[src/rtl/quad_step_decoder_pkg.sv]
// Shared types and the Gray-step classifier for the quadrature step decoder.
package qdec_pkg;

  typedef enum logic [1:0] {
    STEP_NONE,
    STEP_UP,
    STEP_DOWN,
    STEP_ERR
  } step_e;

  typedef enum logic {
    S_INIT,
    S_RUN
  } fsm_e;

  // Position of an {A,B} pair along the forward cycle 00->01->11->10.
  function automatic logic [1:0] gray_pos(input logic [1:0] ab);
    return {ab[1], ab[1] ^ ab[0]};
  endfunction

  // Classify the move between two filtered {A,B} samples.
  function automatic step_e gray_step(input logic [1:0] prev, input logic [1:0] next);
    logic [1:0] diff;
    step_e      step;
    diff = gray_pos(next) - gray_pos(prev);
    case (diff)
      2'd0:    step = STEP_NONE;
      2'd1:    step = STEP_UP;
      2'd3:    step = STEP_DOWN;
      default: step = STEP_ERR;
    endcase
    return step;
  endfunction

endpackage

[src/rtl/quad_step_decoder_glitch_filter.sv]
// Per-phase synchroniser plus stability filter; load_i bypasses the filter
// so the decoder can adopt the current pin level at start-up.
module glitch_filter #(
  parameter int unsigned SyncStages   = 2,
  parameter int unsigned FilterCycles = 4
) (
  input  logic clk_i,
  input  logic rst_ni,
  input  logic d_i,
  input  logic load_i,
  output logic sync_o,
  output logic filt_o
);

  localparam int unsigned CntW = (FilterCycles > 1) ? $clog2(FilterCycles) : 1;

  logic [SyncStages-1:0] sync_q;
  logic [CntW-1:0]       cnt_q;
  logic                  filt_q;
  logic                  sync_c;

  assign sync_c = sync_q[SyncStages-1];
  assign sync_o = sync_c;
  assign filt_o = filt_q;

  // Filtered value follows sync only after FilterCycles consecutive differing edges.
  always_ff @(posedge clk_i) begin
    if (!rst_ni) begin
      sync_q <= '0;
      cnt_q  <= '0;
      filt_q <= 1'b0;
    end else begin
      sync_q <= {sync_q[SyncStages-2:0], d_i};
      if (load_i) begin
        filt_q <= sync_c;
        cnt_q  <= '0;
      end else if (sync_c == filt_q) begin
        cnt_q <= '0;
      end else if (cnt_q == CntW'(FilterCycles - 1)) begin
        filt_q <= sync_c;
        cnt_q  <= '0;
      end else begin
        cnt_q <= cnt_q + CntW'(1);
      end
    end
  end

endmodule

[src/rtl/quad_step_decoder.sv]
// Quadrature / Gray-code step decoder: filtered A/B phases in, one-cycle
// up/down/error strobes and a saturating error count out.
module quad_step_decoder
  import qdec_pkg::*;
#(
  parameter int unsigned SyncStages   = 2,
  parameter int unsigned FilterCycles = 4,
  parameter int unsigned ErrWidth     = 8
) (
  input  logic                clk_i,
  input  logic                rst_ni,
  input  logic                a_i,
  input  logic                b_i,
  input  logic                enable_i,
  input  logic                clear_err_i,
  output logic                up_o,
  output logic                down_o,
  output logic                err_o,
  output logic [ErrWidth-1:0] err_count_o,
  output logic [1:0]          state_o
);

  localparam int unsigned InitW = $clog2(SyncStages + 2);

  fsm_e                fsm_q;
  logic [InitW-1:0]    init_cnt_q;
  logic [1:0]          prev_q;
  logic                up_q;
  logic                down_q;
  logic                err_q;
  logic [ErrWidth-1:0] err_cnt_q;

  logic                sync_a;
  logic                sync_b;
  logic                filt_a;
  logic                filt_b;
  logic                load_c;
  logic                emit_c;
  step_e               step_c;

  glitch_filter #(
    .SyncStages  (SyncStages),
    .FilterCycles(FilterCycles)
  ) u_filt_a (
    .clk_i (clk_i),
    .rst_ni(rst_ni),
    .d_i   (a_i),
    .load_i(load_c),
    .sync_o(sync_a),
    .filt_o(filt_a)
  );

  glitch_filter #(
    .SyncStages  (SyncStages),
    .FilterCycles(FilterCycles)
  ) u_filt_b (
    .clk_i (clk_i),
    .rst_ni(rst_ni),
    .d_i   (b_i),
    .load_i(load_c),
    .sync_o(sync_b),
    .filt_o(filt_b)
  );

  // Load once the synchronisers hold post-reset pin samples.
  assign load_c = (fsm_q == S_INIT) && (init_cnt_q == InitW'(SyncStages));
  assign step_c = gray_step(prev_q, {filt_a, filt_b});
  assign emit_c = (fsm_q == S_RUN) && enable_i;

  always_ff @(posedge clk_i) begin
    if (!rst_ni) begin
      fsm_q      <= S_INIT;
      init_cnt_q <= '0;
      prev_q     <= 2'b00;
      up_q       <= 1'b0;
      down_q     <= 1'b0;
      err_q      <= 1'b0;
      err_cnt_q  <= '0;
    end else begin
      up_q   <= 1'b0;
      down_q <= 1'b0;
      err_q  <= 1'b0;
      // On load, prev tracks the loaded level so the first run edge sees no move.
      prev_q <= load_c ? {sync_a, sync_b} : {filt_a, filt_b};

      case (fsm_q)
        S_INIT: begin
          if (load_c) begin
            fsm_q <= S_RUN;
          end else begin
            init_cnt_q <= init_cnt_q + InitW'(1);
          end
        end
        S_RUN: begin
          if (enable_i) begin
            case (step_c)
              STEP_UP:   up_q   <= 1'b1;
              STEP_DOWN: down_q <= 1'b1;
              STEP_ERR:  err_q  <= 1'b1;
              default:   ;
            endcase
          end
        end
        default: fsm_q <= S_INIT;
      endcase

      if (clear_err_i) begin
        err_cnt_q <= '0;
      end else if (emit_c && (step_c == STEP_ERR) && !(&err_cnt_q)) begin
        err_cnt_q <= err_cnt_q + ErrWidth'(1);
      end
    end
  end

  assign up_o        = up_q;
  assign down_o      = down_q;
  assign err_o       = err_q;
  assign err_count_o = err_cnt_q;
  assign state_o     = {filt_a, filt_b};

endmodule
[config.mk]
export PLATFORM = sky130hd
export DESIGN_NAME = quad_step_decoder
export DESIGN_NICKNAME = d
export VERILOG_FILES = /design/src/rtl/quad_step_decoder_pkg.sv /design/src/rtl/quad_step_decoder_glitch_filter.sv /design/src/rtl/quad_step_decoder.sv
export SDC_FILE = /design/constraint.sdc
export NUM_CORES = 1
export LEC_CHECK = 0
export ABC_AREA = 1
export CAP_MARGIN = 40
export CORE_MARGIN = 1
export CORE_UTILIZATION = 40
export CTS_CLUSTER_SIZE = 10
export DETAILED_ROUTE_END_ITERATION = 7
export PLACE_DENSITY = 0.71
export SLEW_MARGIN = 20
export SYNTH_ARGS = -nofsm -noshare
export SYNTH_HDL_FRONTEND = slang
export SYNTH_HIERARCHICAL = 1
export SYNTH_SLANG_ARGS = --single-unit
export TNS_END_PERCENT = 30
[constraint.sdc]
create_clock -name clk_i -period 3.05 [get_ports clk_i]
set_clock_uncertainty 0.15 [all_clocks]
set_input_delay 0.4575 -clock clk_i [delete_from_list [all_inputs] [get_ports clk_i]]
set_output_delay 0.4575 -clock clk_i [all_outputs]
set_load 0.005 [all_outputs]
==> results of run 1 <==
## registers in the layout, indices dropped and copies added, names as in the netlist
name,count
up_o,1
init_cnt_q,2
u_filt_b/cnt_q,2
u_filt_b/filt_o,1
prev_q,2
err_o,1
u_filt_a/sync_q,2
u_filt_a/filt_o,1
down_o,1
err_count_o,8
u_filt_b/sync_q,2
u_filt_a/cnt_q,2
fsm_q,1
## worst min-delay path, delay by kind of cell, from the launching register on
family / cells / cell delay [ns]
buffers and inverters: 1 / 0.03
flip-flops: 1 / 0.32
AND/OR/NAND/NOR: 1 / 0.05
## synthesized netlist by cell type
cell,count,area (µm²)
sky130_fd_sc_hd__nand2_4,2,22.5
sky130_fd_sc_hd__xnor2_1,1,8.76
sky130_fd_sc_hd__inv_2,1,3.75
sky130_fd_sc_hd__dfxtp_1,26,521
sky130_fd_sc_hd__nor3_1,1,5.00
sky130_fd_sc_hd__inv_1,31,116
sky130_fd_sc_hd__nand3_2,1,10.0
sky130_fd_sc_hd__nand2_2,4,25.0
sky130_fd_sc_hd__nor2_8,2,40.0
sky130_fd_sc_hd__nand3_1,8,40.0
sky130_fd_sc_hd__buf_4,2,15.0
sky130_fd_sc_hd__xor2_1,2,17.5
sky130_fd_sc_hd__nand2_1,36,135
sky130_fd_sc_hd__o21ai_0,8,40.0
sky130_fd_sc_hd__nand3b_1,1,7.51
sky130_fd_sc_hd__nor2_1,33,124
sky130_fd_sc_hd__a21oi_1,6,30.0
sky130_fd_sc_hd__ha_1,5,62.6
sky130_fd_sc_hd__nor2b_1,1,6.26
sky130_fd_sc_hd__o21a_1,1,7.51
sky130_fd_sc_hd__a21boi_2,1,11.3
## final cells by class
| class | count | area [µm²] |
|---|---|---|
| Fill cell | 270 | 1350 |
| Multi-Input combinational cell | 113 | 593 |
| Sequential cell | 26 | 520 |
| Timing Repair Buffer | 18 | 180 |
| Inverter | 32 | 120 |
| Tap cell | 31 | 38.8 |
| Clock inverter | 1 | 30.0 |
| Clock buffer | 3 | 22.5 |
## path summary, 6_finish.rpt
kind | endpoint | slack [ns] | start | cells after the start
worst max register to register | err_count_o[4] | 1.27 | u_filt_a/filt_o | 7
worst min register to register | u_filt_b/sync_q[1] | 0.28 | u_filt_b/sync_q[0] | 2
worst min-delay path | u_filt_b/sync_q[1] | 0.28 | u_filt_b/sync_q[0] | 2
worst max-delay path | state_o[1] | 1.07 | u_filt_a/filt_o | 1
## power by group through the flow
stage | registers (W) | clock network [W] | logic [W]
after floorplan | 0.000418 | 0 | 0.000203
after global placement | 0.000424 | 0 | 0.000240
after detailed placement | 0.000426 | 0 | 0.000249
after CTS | 0.000419 | 0.000247 | 0.000250
after global routing | 0.000425 | 0.000258 | 0.000281
final | 0.000418 | 0.000239 | 0.000246
## cells by family (layout without fill, tap and decap cells)
logic type	count (synthesis)	count (layout)
buf+inv	34	54
xor+xnor	3	3
simple gates	89	89
fa+ha+maj	5	5
flops	26	26
compound gates	16	16
## metrics by stage
stage | instances | hold WS [ns] | area [µm²] | power [W]
4_1_cts | 224 | 0.284 | 1510 | 0.000915
2_1_floorplan | 173 | 0.240 | 1250 | 0.000621
3_5_place_dp | 220 | 0.256 | 1450 | 0.000675
6_report | 224 | 0.279 | 1510 | 0.000902
3_3_place_gp | 220 | 0.247 | 1450 | 0.000664
5_1_grt | 224 | 0.290 | 1510 | 0.000965
## layer usage
metal | track usage [%] | vias to the layer above | part of all wire [%]
li1 | - | 564 | -
met1 | 19.9 | 459 | 50
met4 | 9.18 | 0 | 2.6
met5 | 0 | - | 0
met2 | 22.7 | 17 | 44
met3 | 1.56 | 5 | 3.2
==> run summary, run 1 <==
- leading cell type in the layout, fill and taps excluded: sky130_fd_sc_hd__nand2_1
- Int Pwr: 0.000626 W
- number of setup buffers added after CTS: 0
- core footprint: 2850 µm²
- average cell area after synthesis: 7.22 µm²
- post-synth design cell area: 1250 µm²
- number of global-route vias before repair: 939
- post-cts resize count: 0
- Unique masters post-synth: 21
- # setup viols final: 0
- latest clock arrival within the worst-skew pair: 0.33 ns
- worst path required time: 2.44 ns
- Worst Tran Pin Value: 0.355 ns
- detailed-route wire length: 2.10 mm
- Ys Warns: 6
- starting density of the core: 43.8%
- basic-gate share of the synthesized area counting and, or, nand and nor cells: 33.3%
- cell with the largest stage delay on the worst path: sky130_fd_sc_hd__clkdlybuf4s50_1
- Remaining Overflow, GRT: 0
- worst setup timing slack at the placement stage: 1.07 ns
- proportion of synthesized chip area in sequential cells: 41.7%
- longest individual stage delay on the worst path: 0.56 ns
- Overall Global Routing Usage: 14.8%
- Min-Delay Path Class: flip-flop to flip-flop
- total power per unit cell area: 599 nW/µm²
- routability congestion estimate: 0.776
- crit path cell chain: clkdlybuf4s50_1
- Clk pin slew, worst setup/hold paths: 0.14 ns
- fraction of the cycle the final worst path needs: 65.0%
- Setup crit start kind: flip-flop
- leakage power total: 0.699 nW
- WP buf/inv: 1
- slack of the critical path: 1.07 ns
- power dissipated by switching net loads: 0.000277 W
- TritonCTS clock tree: yes
- first-pass GRT wire length: 3.85 mm
- combinational group share of total power: 27.3%
- category of cells accounting for the largest share of critical-path delay: buffers and inverters
- combinational family with the most area after synthesis: simple AND/OR/NAND/NOR gates
- Synthesized Nets: 184
- compound-cell area share of the yosys netlist: 7.11%
- Syn Inst Count: 173
- highest-count cells in the layout ignoring fill and taps: sky130_fd_sc_hd__nand2_1 (36), sky130_fd_sc_hd__nor2_1 (33), sky130_fd_sc_hd__inv_1 (31), sky130_fd_sc_hd__dfxtp_1 (26), sky130_fd_sc_hd__clkdlybuf4s50_1 (18)
- hold bufs inserted after CTS: 0
- setup repair after global routing missed its margin: no
- residual antenna-violating net count after detailed routing: 0
- maximum buffer depth of the clock tree: 2
- failing checks: design-rule violations
- number of diodes added for antenna fixing: 0
- full die area: 3350 µm²
- fraction of power spent switching nets: 30.7%
- first drt pass iteration count: 8
- mean routed wirelength per cell: 9.39 µm
- crit path time final: 1.98 ns
- antenna violations before repair: 0
- I/O pin cnt: 19
- Max Slew Vio Count: 0
- CP max FO: 7
- largest voltage drop on the vdd net: 0.279 mV
- total half-perimeter wirelength after legalization and detailed placement: 1.63 mm
- area grow syn2layout: 20.5%
- via density per instance: 4.67
- Achievable Freq: 0.505 GHz
- number of max-capacitance violations reported: 0
- buffer type at the clock tree root: sky130_fd_sc_hd__clkbuf_4
- share of synthesized area spent on multiplexers: 0%
- NumNets Final: 205
- drc violations: 2
- total number of placement rows: 19
- DR iter-0 viols: 38
- number of vias in the routed layout: 1045
- synthesized flop and latch total: 26
- sequential power share: 46.3%
- post-synthesis adder-cell area fraction: 5.01%
- total clock sinks: 26
- cts bufs inserted: 3
- Chip Width: 57.9 µm
- total count of hold-check failures in the final report: 0
- critical path type: flip-flop to output pin
- status: finished, violations left
- count of input and output buffers: 18
- htree depth: 1
- data arrival time of the worst path: 1.37 ns
- overall die height: 57.9 µm
- xor and xnor fraction of the mapped netlist area: 2.10%
- worst rel slew slack: 76.3%
- pin count of the biggest net entering global routing: 16
- category of the worst setup path capture point: output pin
- proportion of layout cells with a drive suffix above 1: 7.77%
- Final Util: 52.8%
- Setup Total Neg Slack: 0 ns
- portion of total power attributed to the clock network: 26.4%
Power figures use the tool's default switching activity.
==> run 2: changes to the inputs <==
clock period = 1.86 ns   (was 3.05 ns; I/O delays follow)
==> run 2 against run 1 <==
Net effect: the run still ends with design-rule violations left; non-clock buffer count grew 2; utilization shrank 0.48 points; flip-flop and latch count is the same; sequential share of layout area grew 0.40 points; critical endpoint is now state_o[0].
==> run summary, run 2 (same netlist as run 1, synthesis figures left out) <==
- pin count of the biggest net entering global routing: 14
- Clk pin slew, worst setup/hold paths: 0.13 ns
- overall die height: 57.9 µm
- via density per instance: 4.62
- Chip Width: 57.9 µm
- Remaining Overflow, GRT: 0
- met2 track utilization from global routing: 27.3%
- drc violations: 2
- worst rel slew slack: 79.9%
- leading cell type in the layout, fill and taps excluded: sky130_fd_sc_hd__nand2_1
- busiest metal layer after global routing: met2
- total power per unit cell area: 899 nW/µm²
- # setup viols final: 0
- buffer type at the clock tree root: sky130_fd_sc_hd__clkbuf_4
- Worst Tran Pin Value: 0.300 ns
- Critical path origin: u_filt_b/filt_o
- CP max FO: 5
- setup repair after global routing missed its margin: no
- total count of hold-check failures in the final report: 0
- detailed-route wire length: 2.14 mm
- number of global-route vias before repair: 1003
- full die area: 3350 µm²
- leakage power total: 0.696 nW
- maximum buffer depth of the clock tree: 2
- core footprint: 2850 µm²
- first drt pass iteration count: 8
- routability congestion estimate: 0.788
- failing checks: design-rule violations
- Max Slew Vio Count: 0
- reg-to-reg endpoint: err_count_o[4]
- R2R depth: 7
- data arrival time of the worst path: 1.33 ns
- antenna violations before repair: 0
- proportion of layout cells with a drive suffix above 1: 8.76%
- flip-flop count of the largest register after layout: 8
- residual antenna-violating net count after detailed routing: 0
- Overall Global Routing Usage: 15.2%
- number of setup buffers added after CTS: 0
- r2r startpoint: u_filt_a/filt_o
- status: finished, violations left
- fraction of the cycle the final worst path needs: 94.8%
- number of max-capacitance violations reported: 0
- latest clock arrival within the worst-skew pair: 0.32 ns
- number of standard cells in the layout, taps in and fillers out: 225
- category of the worst setup path capture point: output pin
- first-pass GRT wire length: 3.97 mm
- area grow syn2layout: 19.4%
- number of vias in the routed layout: 1039
- Min-Delay Path Class: flip-flop to flip-flop
- count of input and output buffers: 18
- Setup Total Neg Slack: 0 ns
- NumNets Final: 207
- mean routed wirelength per cell: 9.50 µm
- total number of placement rows: 19
- starting density of the core: 43.8%
- slack of the worst reg-to-reg path: 0.18 ns
- largest voltage drop on the vdd net: 0.576 mV
- DR iter-0 viols: 18
- Critical path destination: state_o[0]
- cts bufs inserted: 3
- met3 Resource Use GR: 4.24%
- crit path time final: 1.76 ns
- I/O pin cnt: 19
- worst path required time: 1.43 ns
- Setup crit start kind: flip-flop
- total clock sinks: 26
- Achievable Freq: 0.567 GHz
- met1 Usage GRT: 17.3%
- TritonCTS clock tree: yes
- Placed Cells incl. Taps: 222
- number of diodes added for antenna fixing: 0
- total half-perimeter wirelength after legalization and detailed placement: 1.67 mm
- htree depth: 1
- highest-count cells in the layout ignoring fill and taps: sky130_fd_sc_hd__nand2_1 (36), sky130_fd_sc_hd__nor2_1 (33), sky130_fd_sc_hd__inv_1 (31), sky130_fd_sc_hd__dfxtp_1 (25), sky130_fd_sc_hd__clkdlybuf4s50_1 (18)
- critical path type: flip-flop to output pin
- Final Util: 52.3%
run 2: cell types whose count changed in the layout (fill, tap and decap cells not counted), sizes merged:
cell / previous run / this run
buf: 0 / 2
bufinv: 1 / 0
run 2: cell type report:
| class | count | area (µm²) |
|---|---|---|
| Sequential cell | 26 | 522 |
| Fill cell | 268 | 1360 |
| Multi-Input combinational cell | 113 | 593 |
| Inverter | 32 | 120 |
| Clock buffer | 3 | 22.5 |
| Tap cell | 31 | 38.8 |
| Timing Repair Buffer | 20 | 195 |
run 2: worst min-delay path by stage:
stage	startpoint	endpoint	slack (ns)	cells past startpoint
global placement	u_filt_b/sync_q[0]	u_filt_b/sync_q[1]	0.24	2
finish	u_filt_b/cnt_q[0]	u_filt_b/cnt_q[0]	0.27	1
floorplan	rst_ni	u_filt_a/sync_q[0]	0.22	2
CTS	u_filt_a/sync_q[0]	u_filt_a/sync_q[1]	0.28	2
detailed placement	u_filt_a/sync_q[0]	u_filt_a/sync_q[1]	0.25	2
global route	u_filt_a/sync_q[0]	u_filt_a/sync_q[1]	0.30	2
run 2: worst max-delay path, cell delays in order, from the launching register on:
cell and delay (ns):
sky130_fd_sc_hd__dfxtp_1 0.38, sky130_fd_sc_hd__buf_4 0.14, sky130_fd_sc_hd__clkdlybuf4s50_1 0.49
run 2: report_power, final:
group / internal (W) / leakage [nW] / switching (W)
Clock: 0.0000758 / 0.0138 / 0.000156
Sequential: 0.000627 / 0.212 / 0.0000531
Combinational: 0.000193 / 0.470 / 0.000235
run 2: routing by layer:
layer  wire length, µm  part of all wire (%)
met1              1040                    49
met2              1000                    47
met3                72                   3.4
met4                19                  0.89
met5                 0                     0
run 2: what timing repair did:
action	CTS	global route
hold buffers	0	0
setup endpoints to repair	0	2
gates resized for setup	0	1
run 2: per-stage QoR:
step | setup slack [ns] | total power [W] | hold slack [ns] | area [µm²]
2_1_floorplan | 0.251 | 0.00102 | 0.222 | 1250
3_3_place_gp | 0.193 | 0.00110 | 0.244 | 1470
3_5_place_dp | 0.122 | 0.00112 | 0.252 | 1470
4_1_cts | 0.0701 | 0.00135 | 0.277 | 1490
5_1_grt | 0.0301 | 0.00145 | 0.303 | 1490
6_report | 0.0970 | 0.00134 | 0.274 | 1490
